$ cat src/rtl/mem_phase_seq_pkg.sv
// Shared types for the memory phase sequencer: FSM state encoding and ratio ceiling.
// Pure declarations, no logic; imported by mem_phase_seq and phase_counter.
package BasicTypes;

  localparam int PHASE_SEQ_MAX_RATIO = 16;

  typedef enum logic [1:0] {
    WARMUP = 2'd0,
    RUN    = 2'd1,
    HOLD   = 2'd2
  } PhaseSeqState;

endpackage

$ cat src/rtl/mem_phase_seq_phase_counter.sv
// Frame phase counter: counts 0..RATIO-1 while enabled, parks on the last phase until memRdy.
// Registered phase, phaseNext is the combinational look-ahead; no handshake of its own.
module phase_counter
  import BasicTypes::*;
#(
  parameter int RATIO = 4
) (
  input  logic                     clk,
  input  logic                     rst,
  input  logic                     enable,
  input  logic                     memRdy,
  output logic [$clog2(RATIO)-1:0] phase,
  output logic [$clog2(RATIO)-1:0] phaseNext,
  output logic                     atLast
);

  localparam int PW = $clog2(RATIO);
  localparam logic [PW-1:0] LAST = PW'(RATIO - 1);

  assign atLast = (phase == LAST);

  // The last phase is the only point where the memory may stretch the frame.
  always_comb begin
    phaseNext = phase;
    if (enable) begin
      if (!atLast) begin
        phaseNext = phase + 1'b1;
      end else if (memRdy) begin
        phaseNext = '0;
      end
    end
  end

  always_ff @(posedge clk or negedge rst) begin
    if (!rst) begin
      phase <= '0;
    end else begin
      phase <= phaseNext;
    end
  end

endmodule

$ cat src/rtl/mem_phase_seq.sv
// Derives a CPU clock/enable and phase-aligned write strobes from the fast memory clock; 0-cycle strobe latency.
// memRdy low at the last phase stretches the frame (HOLD); MEM_PHASE_SEQ_STATS_EN adds frameCnt/stallCnt.
module mem_phase_seq
  import BasicTypes::*;
#(
  parameter int RATIO     = 4,
  parameter int NUM_PORTS = 2,
  parameter int WR_PHASE  = RATIO / 2
) (
  input  logic                     clk,
  input  logic                     rst,
  input  logic [NUM_PORTS-1:0]     weReq,
  input  logic                     memRdy,
  output logic                     cpuClk,
  output logic                     cpuClkEn,
  output logic [NUM_PORTS-1:0]     weOut,
  output logic [$clog2(RATIO)-1:0] phase,
  output logic                     stalled
`ifdef MEM_PHASE_SEQ_STATS_EN
  ,
  output logic [31:0]              frameCnt,
  output logic [31:0]              stallCnt
`endif
);

  localparam int PW = $clog2(RATIO);
  localparam logic [PW-1:0] LAST = PW'(RATIO - 1);
  localparam logic [PW-1:0] HALF = PW'(RATIO / 2);
  localparam logic [PW-1:0] WRP  = PW'(WR_PHASE);

  if (RATIO < 2 || RATIO > PHASE_SEQ_MAX_RATIO || (RATIO % 2) != 0) begin : gBadRatio
    $error("mem_phase_seq: RATIO must be even and within 2..%0d", PHASE_SEQ_MAX_RATIO);
  end
  if (NUM_PORTS < 1 || NUM_PORTS > 4) begin : gBadPorts
    $error("mem_phase_seq: NUM_PORTS must be within 1..4");
  end
  if (WR_PHASE < 1 || WR_PHASE > RATIO - 1) begin : gBadWrPhase
    $error("mem_phase_seq: WR_PHASE must be within 1..RATIO-1");
  end

  // Reset asserts asynchronously but releases two clocks later, aligned to clk.
  logic rstMeta;
  logic rstSync;

  always_ff @(posedge clk or negedge rst) begin
    if (!rst) begin
      rstMeta <= 1'b0;
      rstSync <= 1'b0;
    end else begin
      rstMeta <= 1'b1;
      rstSync <= rstMeta;
    end
  end

  PhaseSeqState  state;
  PhaseSeqState  stateNext;
  logic [PW-1:0] warmCnt;
  logic [PW-1:0] phaseNext;
  logic          atLast;
  logic          cntEnable;

  phase_counter #(
    .RATIO(RATIO)
  ) uPhase (
    .clk      (clk),
    .rst      (rstSync),
    .enable   (cntEnable),
    .memRdy   (memRdy),
    .phase    (phase),
    .phaseNext(phaseNext),
    .atLast   (atLast)
  );

  always_ff @(posedge clk or negedge rstSync) begin
    if (!rstSync) begin
      state <= WARMUP;
    end else begin
      state <= stateNext;
    end
  end

  always_ff @(posedge clk or negedge rstSync) begin
    if (!rstSync) begin
      warmCnt <= '0;
    end else if (state == WARMUP) begin
      warmCnt <= warmCnt + 1'b1;
    end
  end

  // Strobes and the enable are decoded from the registered state, so a reset clears them at once.
  always_comb begin
    stateNext = state;
    cntEnable = 1'b0;
    cpuClkEn  = 1'b0;
    weOut     = '0;
    stalled   = 1'b0;
    unique case (state)
      WARMUP: begin
        if (warmCnt == LAST) begin
          stateNext = RUN;
        end
      end
      RUN: begin
        cntEnable = 1'b1;
        if (phase == WRP) begin
          weOut = weReq;
        end
        if (atLast) begin
          if (memRdy) begin
            cpuClkEn = 1'b1;
          end else begin
            stateNext = HOLD;
          end
        end
      end
      HOLD: begin
        cntEnable = 1'b1;
        stalled   = 1'b1;
        if (memRdy) begin
          cpuClkEn  = 1'b1;
          stateNext = RUN;
        end
      end
      default: begin
        stateNext = WARMUP;
      end
    endcase
  end

  // cpuClk is a flop fed from the look-ahead phase, so it lines up with phase and never glitches.
  always_ff @(posedge clk or negedge rstSync) begin
    if (!rstSync) begin
      cpuClk <= 1'b1;
    end else begin
      cpuClk <= (phaseNext < HALF);
    end
  end

`ifdef MEM_PHASE_SEQ_STATS_EN
  always_ff @(posedge clk or negedge rstSync) begin
    if (!rstSync) begin
      frameCnt <= '0;
      stallCnt <= '0;
    end else begin
      if (cpuClkEn && (frameCnt != 32'hFFFF_FFFF)) begin
        frameCnt <= frameCnt + 32'd1;
      end
      if (stalled && (stallCnt != 32'hFFFF_FFFF)) begin
        stallCnt <= stallCnt + 32'd1;
      end
    end
  end
`endif

endmodule

$ cat config.mk
export PLATFORM = sky130hd
export DESIGN_NAME = mem_phase_seq
export DESIGN_NICKNAME = d
export VERILOG_FILES = /design/src/rtl/mem_phase_seq_pkg.sv /design/src/rtl/mem_phase_seq_phase_counter.sv /design/src/rtl/mem_phase_seq.sv
export SDC_FILE = /design/constraint.sdc
export NUM_CORES = 1
export LEC_CHECK = 0
export ABC_AREA = 1
export CORE_MARGIN = 1
export CORE_UTILIZATION = 30
export CTS_CLUSTER_SIZE = 25
export DETAILED_ROUTE_END_ITERATION = 10
export PLACE_DENSITY = 0.55
export REMOVE_ABC_BUFFERS = 1
export SLEW_MARGIN = 20
export SYNTH_ARGS = -nofsm -noshare
export SYNTH_HDL_FRONTEND = slang
export SYNTH_HIERARCHICAL = 1
export SYNTH_SLANG_ARGS = --single-unit
$ cat constraint.sdc
create_clock -name clk -period 1.65 [get_ports clk]
set_input_delay 0.2475 -clock clk [delete_from_list [all_inputs] [get_ports clk]]
set_output_delay 0.2475 -clock clk [all_outputs]
set_load 0.005 [all_outputs]
After elaboration in Yosys (flattened, before gate mapping). Index checks and enable logic that the tools add are counted.

Register bits after elaboration: 9. Bits in latches: 0. Memory bits (writable): 0. Bits in read-only memories: 0. Bits of input ports: 5. Logic and storage cells: 36. Memories: 0.

$add $sub $neg: 2. Multiply operators: 0. Divide/modulo/power cells: 0. Magnitude comparators: 1. Equality and inequality tests: 9. Shift-type cells: 0. Multiplexer cells: 15. Bitwise operators: 0. Reduce and logical (&&, ||, !) cells: 3.

Operator list (count): 2-bit two-way mux (9); 2-bit == test, second input constant (4); 2-bit != test, second input constant (3); 2-bit one-hot mux with 3 select lines (1); 2-bit by 1-bit adder with 2-bit output, second input constant (2); 1-bit two-way mux (4); 4-bit AND reduction (1); 2-bit by 1-bit == test with 1-bit output, second input constant (1); 2-bit zero test (1); 2-bit < comparator, second input constant (1); 2-bit by 1-bit != test with 1-bit output, second input constant (1); 1-bit one-hot mux with 2 select lines (1); 2-bit OR reduction (1).

Depth between registers and ports, before layout. Gate-level depths: netlist (run 1).

Depth in word-level cells: 5. Depth in mapped cells: 7.

By module. Netlist (run 1), hierarchy kept.

By module, submodules not included: mem_phase_seq (instances 1, cells an instance 43, area each 379.1 um^2, sequential area each 176.4 um^2); phase_counter (instances 1, cells an instance 12, area each 103.8 um^2, sequential area each 50.0 um^2).

Worst setup path after synthesis (run 1). No wires, ideal clock.

Path type: reg-to-output. Start: register state[0]. End: output port cpuClkEn. Arrival: 932 ps. Slack: 471 ps. Stages on the path, launching flop included: 5. Buffers on the path: 0. Path through: dfrtp_1 > inv_1 > ha_1 > nand2_1 > nor2_1.

Word-level cells in the longest chain between the ends: 2. Elaborated cells between the ends (all ways): 3.

RTL lines: start, declared (line mem_phase_seq.sv:55) `PhaseSeqState state;`; start signal, assigned (line mem_phase_seq.sv:78) `state <= stateNext;`; 2-bit == test or 2-bit by 1-bit == test with 1-bit output (tied branches) (line mem_phase_seq.sv:97) `unique case (state)`; 1-bit one-hot mux with 2 select lines (*) (line mem_phase_seq.sv:97); end, declared (line mem_phase_seq.sv:15) `output logic cpuClkEn,`.

Every way passes the cells marked *; elsewhere a longest branch is shown, timed or not.

Worst setup path after layout (run 1).
Start: register state[1]. End: output port stalled.

Word-level cells in the longest chain between the ends: 2.

RTL lines: 2-bit == test (line mem_phase_seq.sv:97); 1-bit two-way mux (line mem_phase_seq.sv:97); end, declared (line mem_phase_seq.sv:18) `output logic stalled`.

No other way between the ends.

==> results.md, run 1 <==
* Status: finished, final reports clean
* Synthesized flop and latch total at 9
* Clock-pin slew on the worst setup and hold paths at 60 ps
* Clock Sinks at 9
* Fin util at 47.2%
* Row count at 14
* NetSw at 494 µW
* Setup crit start kind: flop
* Fin crit share at 96.2%
* Worst path top cell family by delay: buffers and inverters
* Register share of total power at approximately 29%
* CP max stage cell: dfrtp_1
* Filler Cell Count at ~150
* Post-synth top cells: 13 x nand2_1, 9 x inv_1, 8 x dfrtp_1, 6 x ha_1, 6 x nand3_1
* Hold Fails Final Rpt at 0
* WS Path Type: flop to output pin
* DRT Pass-1 Iters at 3
* Sequence of cells on the critical path: buf_4, ha_1, buf_4, dlygate4sd2_1
* Crit path capture type: output pin
* Initial Util at between 30% and 40%
* Setup violations, final at 0
* DRT iter0 DRCs at 8
* Largest net degree at the start of global routing at 8
* CTS root buffer: clkbuf_4
* Mapped Area at 483 µm²
* Hold_ws at ~110 ps
* Vias per inst at 4.28
* DR DRC count at 0
* Die ar. at 0.00177 mm²
* CP dominant cell by count: buf_4
* CTS Buf Count at 3
* Leak Pwr at 0.000374 µW
* Overall Global Routing Usage at between 10% and 20%
* Crit-path max cell delay at between 300 and 400 ps
* WP data arrival at 1340 ps
* Post-synthesis sequential area ratio at about 47%
* Hold_buf cts at 0
* Register area at 226 µm²
* Crit-path max FO at 3
* Clock Path Buffers at 2
* Diode count at 0
* PwrDens at 1860 mW/mm²
* Critical path buffers and inverters at 3
* Min Tclk post-route at roughly 1600 ps
* Fmax at 630 MHz
* Footprint of the multi-input gates at 248 µm²
* Clock power frac at a little under an eighth
* Routability congestion estimate at between 0.6 and 0.7
* TritonCTS clock tree: done
* Final net count at 90
* Most area-hungry cell type in the Yosys netlist: dfrtp_1
* EDFF count, synth at 0
* Core Box Area at between 0.0015 and 0.002 mm²
* Syn Area/Cell at 8.78 µm²
* Antenna viol nets, final at 0
* Max Transition Viols Final at 0
* # Max-Cap Violations at 0
* Grt total ovfl at 0
* Unrepaired setup endpoints after global routing: true
* Drt total wl at between 800 and 900 µm
* Vias in the first global route at a little under 400
* Top cells by area, synth: dfrtp_1 41%, ha_1 16%, nand2_1 10%, inv_1 7.0%, nand3_1 6.2%
* R2R Setup Slk at 380 ps
* P&R area growth vs syn at 47.2%
* Die height at about 42 µm
* Ys flop type: dfrtp_1
* Clk_skew at between 1.5 and 2 ps
* Synth warn at 6
* Peak VDD IR at around 0.83 mV
* DR vias at 402
* Synth async-reset ratio at 100%
* Antenna violations before repair at 0
* Skew-Pair Late Insertion Delay at 250 ps
* Worst Hold Class: flop to async pin
* H-tree depth at 1
* Combinational Power Share at 59.4%
* Yosys top cell area share at roughly two fifths
* Cell with the most instances after synthesis: nand2_1
* Distinct cells, synth at 13
* CP Data Required Time at roughly 1400 ps
* I/O Buffers at 11
* P_int at 830 µW
* Share of cells above drive strength 1 at 25.6%
* Top Ports at 12
* Drt wl/cell at 9.27 µm
* Die width at 42.1 µm
* DP Wirelength at 693 µm
* Gate Count Post-Synth at 55
* First-pass GRT wire length at 1600 µm
* Sw Ratio at a little under two fifths
## cell usage in the layout (no fill, tap or decap), types with 2 or more instances in the layout
master	count
buf_2	2
buf_4	8
clkbuf_4	3
clkdlybuf4s50_1	7
dfrtp_1	8
ha_1	4
ha_4	2
inv_1	8
nand2_1	13
nand3_1	6
nand3b_1	2
nor2_1	5
## per-layer routing
| metal | track usage, % | routed length (µm) | vias to the layer above |
|---|---|---|---|
| met5 | 0 | 0 | - |
| met4 | 7.50 | 0 | 0 |
| met3 | 2.59 | 22 | 0 |
| met2 | 17.8 | 407 | 6 |
| met1 | 16.0 | 440 | 180 |
| li1 | - | - | 216 |
## flip-flops by register name (all words and copies together), names as in the netlist
| signal | count |
|---|---|
| state | 2 |
| uPhase/phase | 2 |
| warmCnt | 2 |
| cpuClk | 1 |
| rstMeta | 1 |
| rstSync | 1 |
## logic make-up (layout without fill, tap and decap cells)
| family | Yosys count | count (layout) | share of synthesized area (%) |
|---|---|---|---|
| AOI/OAI and AO/OA | 1 | 1 | 1.04 |
| other | 1 | 1 | 0.776 |
| muxes | 1 | 1 | 2.33 |
| adders and majority gates | 6 | 6 | 15.5 |
| xor gates and xnor gates | 1 | 1 | 1.81 |
| buffers and inverters | 9 | 32 | 6.99 |
| DFF | 9 | 9 | 46.9 |
| and+or+nand+nor | 27 | 27 | 24.6 |
## power by group through the flow
stage,logic (µW),registers [µW],clock network [µW]
3_3_place_gp,688,382,0
5_1_grt,886,390,182
4_1_cts,784,379,169
2_1_floorplan,403,386,0
6_report,786,379,158
3_5_place_dp,700,387,0
## per-stage QoR
step / TNS [ps] / area, µm² / power, µW / setup slack, ps / cells
floorplan: 0 / 483 / 789 / 471 / 55
global placement: 0 / 658 / 1070 / 32.3 / 88
detailed placement: 0 / 658 / 1090 / 38.8 / 88
CTS: -23.6 / 719 / 1330 / -13.9 / 94
global route: -10.3 / 711 / 1460 / -10.3 / 94
finish: 0 / 711 / 1320 / 62.5 / 94
## repair_timing
item | in CTS | in global routing
resized for setup | 8 | 9
pin swaps | 0 | 2
setup buffers | 2 | 0
endpoints found under the setup margin | 4 | 3
## layout make-up
class	count	share of cell area, %
clock buffers	4	3.70
inverters	9	5.11
multi-input cells	37	34.9
flip-flops and latches	9	31.9
well taps	16	2.82
repair buffers	19	21.7
## path summary, 6_finish.rpt
path,to,start,cells after the start
min,state[0],rstSync,0
max in group asynchronous,cpuClk,rstSync,0
max,stalled,state[1],4
min in group clk,rstSync,rstMeta,0
min reg2reg,state[0],rstSync,0
max reg2reg,cpuClk,state[1],8
Note: power is estimated with default switching activity, not from simulation.
==> run 2, diff against run 1 <==
--- a/config.mk
+++ b/config.mk
@@ -8,6 +8,7 @@
 export ABC_AREA = 1
 export CORE_MARGIN = 1
 export CORE_UTILIZATION = 30
+export CTS_BUF_LIST = sky130_fd_sc_hd__clkbuf_4 sky130_fd_sc_hd__clkbuf_8 sky130_fd_sc_hd__clkbuf_16
 export CTS_CLUSTER_SIZE = 25
 export DETAILED_ROUTE_END_ITERATION = 10
 export PLACE_DENSITY = 0.55
==> run 2 against run 1 <==
Register-to-register slack barely moved. Via count fell by 0.25%. Clock power rose by 11%. Critical path depth did not move. Sequential power barely moved. Cell area rose by 0.53%. Highest routed layer unchanged.
==> results.md, run 2 (same netlist as run 1, synthesis figures left out) <==
* Drt wl/cell at 9.33 µm (+0.69%)
* Peak VDD IR at 0.878 mV (+5.6%)
* Total Power at 1340 µW (+1.4%)
* CTS Buf Count at 3 (unchanged)
* Die ar. at 0.00177 mm² (unchanged)
* DR vias at 401 (-0.25%)
* Hold Fails Final Rpt at 0 (unchanged)
* Fin util at 47.4% (+0.25 points)
* CP max stage cell: dfrtp_1
* Register area at 226 µm² (unchanged)
* Min Tclk post-route at 1590 ps (-1.97 ps)
* Crit-path max FO at 3 (unchanged)
* Clk_skew at 1.60 ps (-0.263 ps)
* Routability congestion estimate at 0.652 (unchanged)
* Clock-pin slew on the worst setup and hold paths at 60 ps (about the same)
* Fmax at 631 MHz (+0.12%)
* Crit path capture type: output pin
* Sum Neg Setup Slack at 0 ps (unchanged)
* Largest net degree at the start of global routing at 8 (unchanged)
* Hold_ws at 106 ps (+0.0390 ps)
* Die width at 42.1 µm (unchanged)
* Vias in the first global route at 393 (unchanged)
* DP Wirelength at 693 µm (unchanged)
* Top Ports at 12 (unchanged)
* CP Data Required Time at 1400 ps (about the same)
* Most common library cell in the layout ignoring fill and taps: nand2_1
* Leak Pwr at 0.000377 µW (+0.91%)
* DRT Pass-1 Iters at 4 (+1)
* Die height at 42.1 µm (unchanged)
* Final cell count without fillers at 94 (unchanged)
* Setup violations, final at 0 (unchanged)
* Overall Global Routing Usage at 12.0% (-0.091 points)
* Antenna violations before repair at 0 (unchanged)
* # Max-Cap Violations at 0 (unchanged)
* Top Registers: state x2, uPhase/phase x2, warmCnt x2
* Share of cells above drive strength 1 at 26.9% (+1.3 points)
* CTS root buffer: clkbuf_4
* H-tree depth at 1 (unchanged)
* WP data arrival at 1340 ps (about the same)
* Grt total ovfl at 0 (unchanged)
* Skew-Pair Late Insertion Delay at 250 ps (about the same)
* Most frequent cells in the layout: 13 x nand2_1, 8 x inv_1, 8 x buf_4, 8 x dfrtp_1, 7 x clkdlybuf4s50_1
* TritonCTS clock tree: done
* Worst Hold Class: flop to async pin
* I/O Buffers at 11 (unchanged)
* P&R area growth vs syn at 47.9%
* Footprint of the multi-input gates at 248 µm² (unchanged)
* CP dominant cell by count: buf_4
* Worst path top cell family by delay: buffers and inverters
* Clock Path Buffers at 2 (unchanged)
* Critical path buffers and inverters at 3 (unchanged)
* First-pass GRT wire length at 1590 µm (-0.44%)
* Status: finished, final reports clean
* Filler Cell Count at 155 (+0.65%)
* Initial Util at 32.1% (unchanged)
* Final net count at 90 (unchanged)
* Diode count at 0 (unchanged)
* Max Transition Viols Final at 0 (unchanged)
* PwrDens at 1880 mW/mm² (+0.83%)
* Drt total wl at 877 µm (+0.69%)
* DR DRC count at 0 (unchanged)
* Dpl cells at 88 (unchanged)
* Antenna viol nets, final at 0 (unchanged)
* Core Box Area at 0.00151 mm² (unchanged)
* Setup crit start kind: flop
* Unrepaired setup endpoints after global routing: true
* Sequence of cells on the critical path: buf_4, ha_1, buf_4, dlygate4sd2_1
* Crit-path max cell delay at 370 ps (about the same)
* Vias per inst at 4.27 (-0.25%)
* DRT iter0 DRCs at 7 (-1)
* Fin crit share at 96.1% (-0.12 points)
* WS Path Type: flop to output pin
* Clock Sinks at 9 (unchanged)
* Row count at 14 (unchanged)
[run 2: area by class of cell]
| cell class | count | area share [%] |
|---|---|---|
| multi-input cells | 37 | 34.7 |
| flip-flops and latches | 9 | 31.7 |
| repair buffers | 19 | 21.5 |
| inverters | 9 | 5.08 |
| clock buffers | 4 | 4.20 |
| well taps | 16 | 2.80 |
[run 2: per-layer routing]
metal | wire (µm) | vias up | share of wire [%] | global-route usage, %
met5 | 0 | - | 0 | 0
met4 | 0 | 0 | 0 | 7.50
met3 | 27 | 0 | 3.1 | 2.59
met2 | 407 | 8 | 46 | 17.5
met1 | 442 | 179 | 50 | 16.0
li1 | - | 214 | - | -
[run 2: timing repair]
item	CTS	global route
gates cloned	0	0
pin swaps	0	2
hold buffers	0	0
buffers inserted	2	0
resized for setup	9	8
endpoints found under the hold margin	0	0
endpoints found under the setup margin	4	3
[run 2: where the power goes]
part,switching (µW),internal [µW]
sequential,56.8,322
combinational,373,415
clock,66.1,109
total,496,846
[run 2: worst paths after layout]
kind / slack (ps) / endpoint / start / depth (start not counted)
setup / recovery: 60 / stalled / state[1] / 4
hold / removal: 110 / state[0] / rstSync / 0
min in group clk: 350 / rstSync / rstMeta / 0
setup reg to reg: 390 / cpuClk / state[1] / 8
max in group asynchronous: 1270 / cpuClk / rstSync / 0
hold reg to reg: 110 / state[0] / rstSync / 0
[run 2: stage by stage]
step                worst slack [ps]  instance area [µm²]
floorplan                        471                  483
global placement                32.3                  658
detailed placement              38.8                  658
CTS                             7.04                  726
global route                   -3.37                  714
finish                          64.5                  714
[run 2: worst register-to-register path: cells and delay by family (launching register included)]
| kind | cells | cell delay (ps) |
|---|---|---|
| fa+ha+maj | 1 | 200 |
| buf+inv | 4 | 390 |
| simple gates | 3 | 250 |
| flops | 1 | 370 |
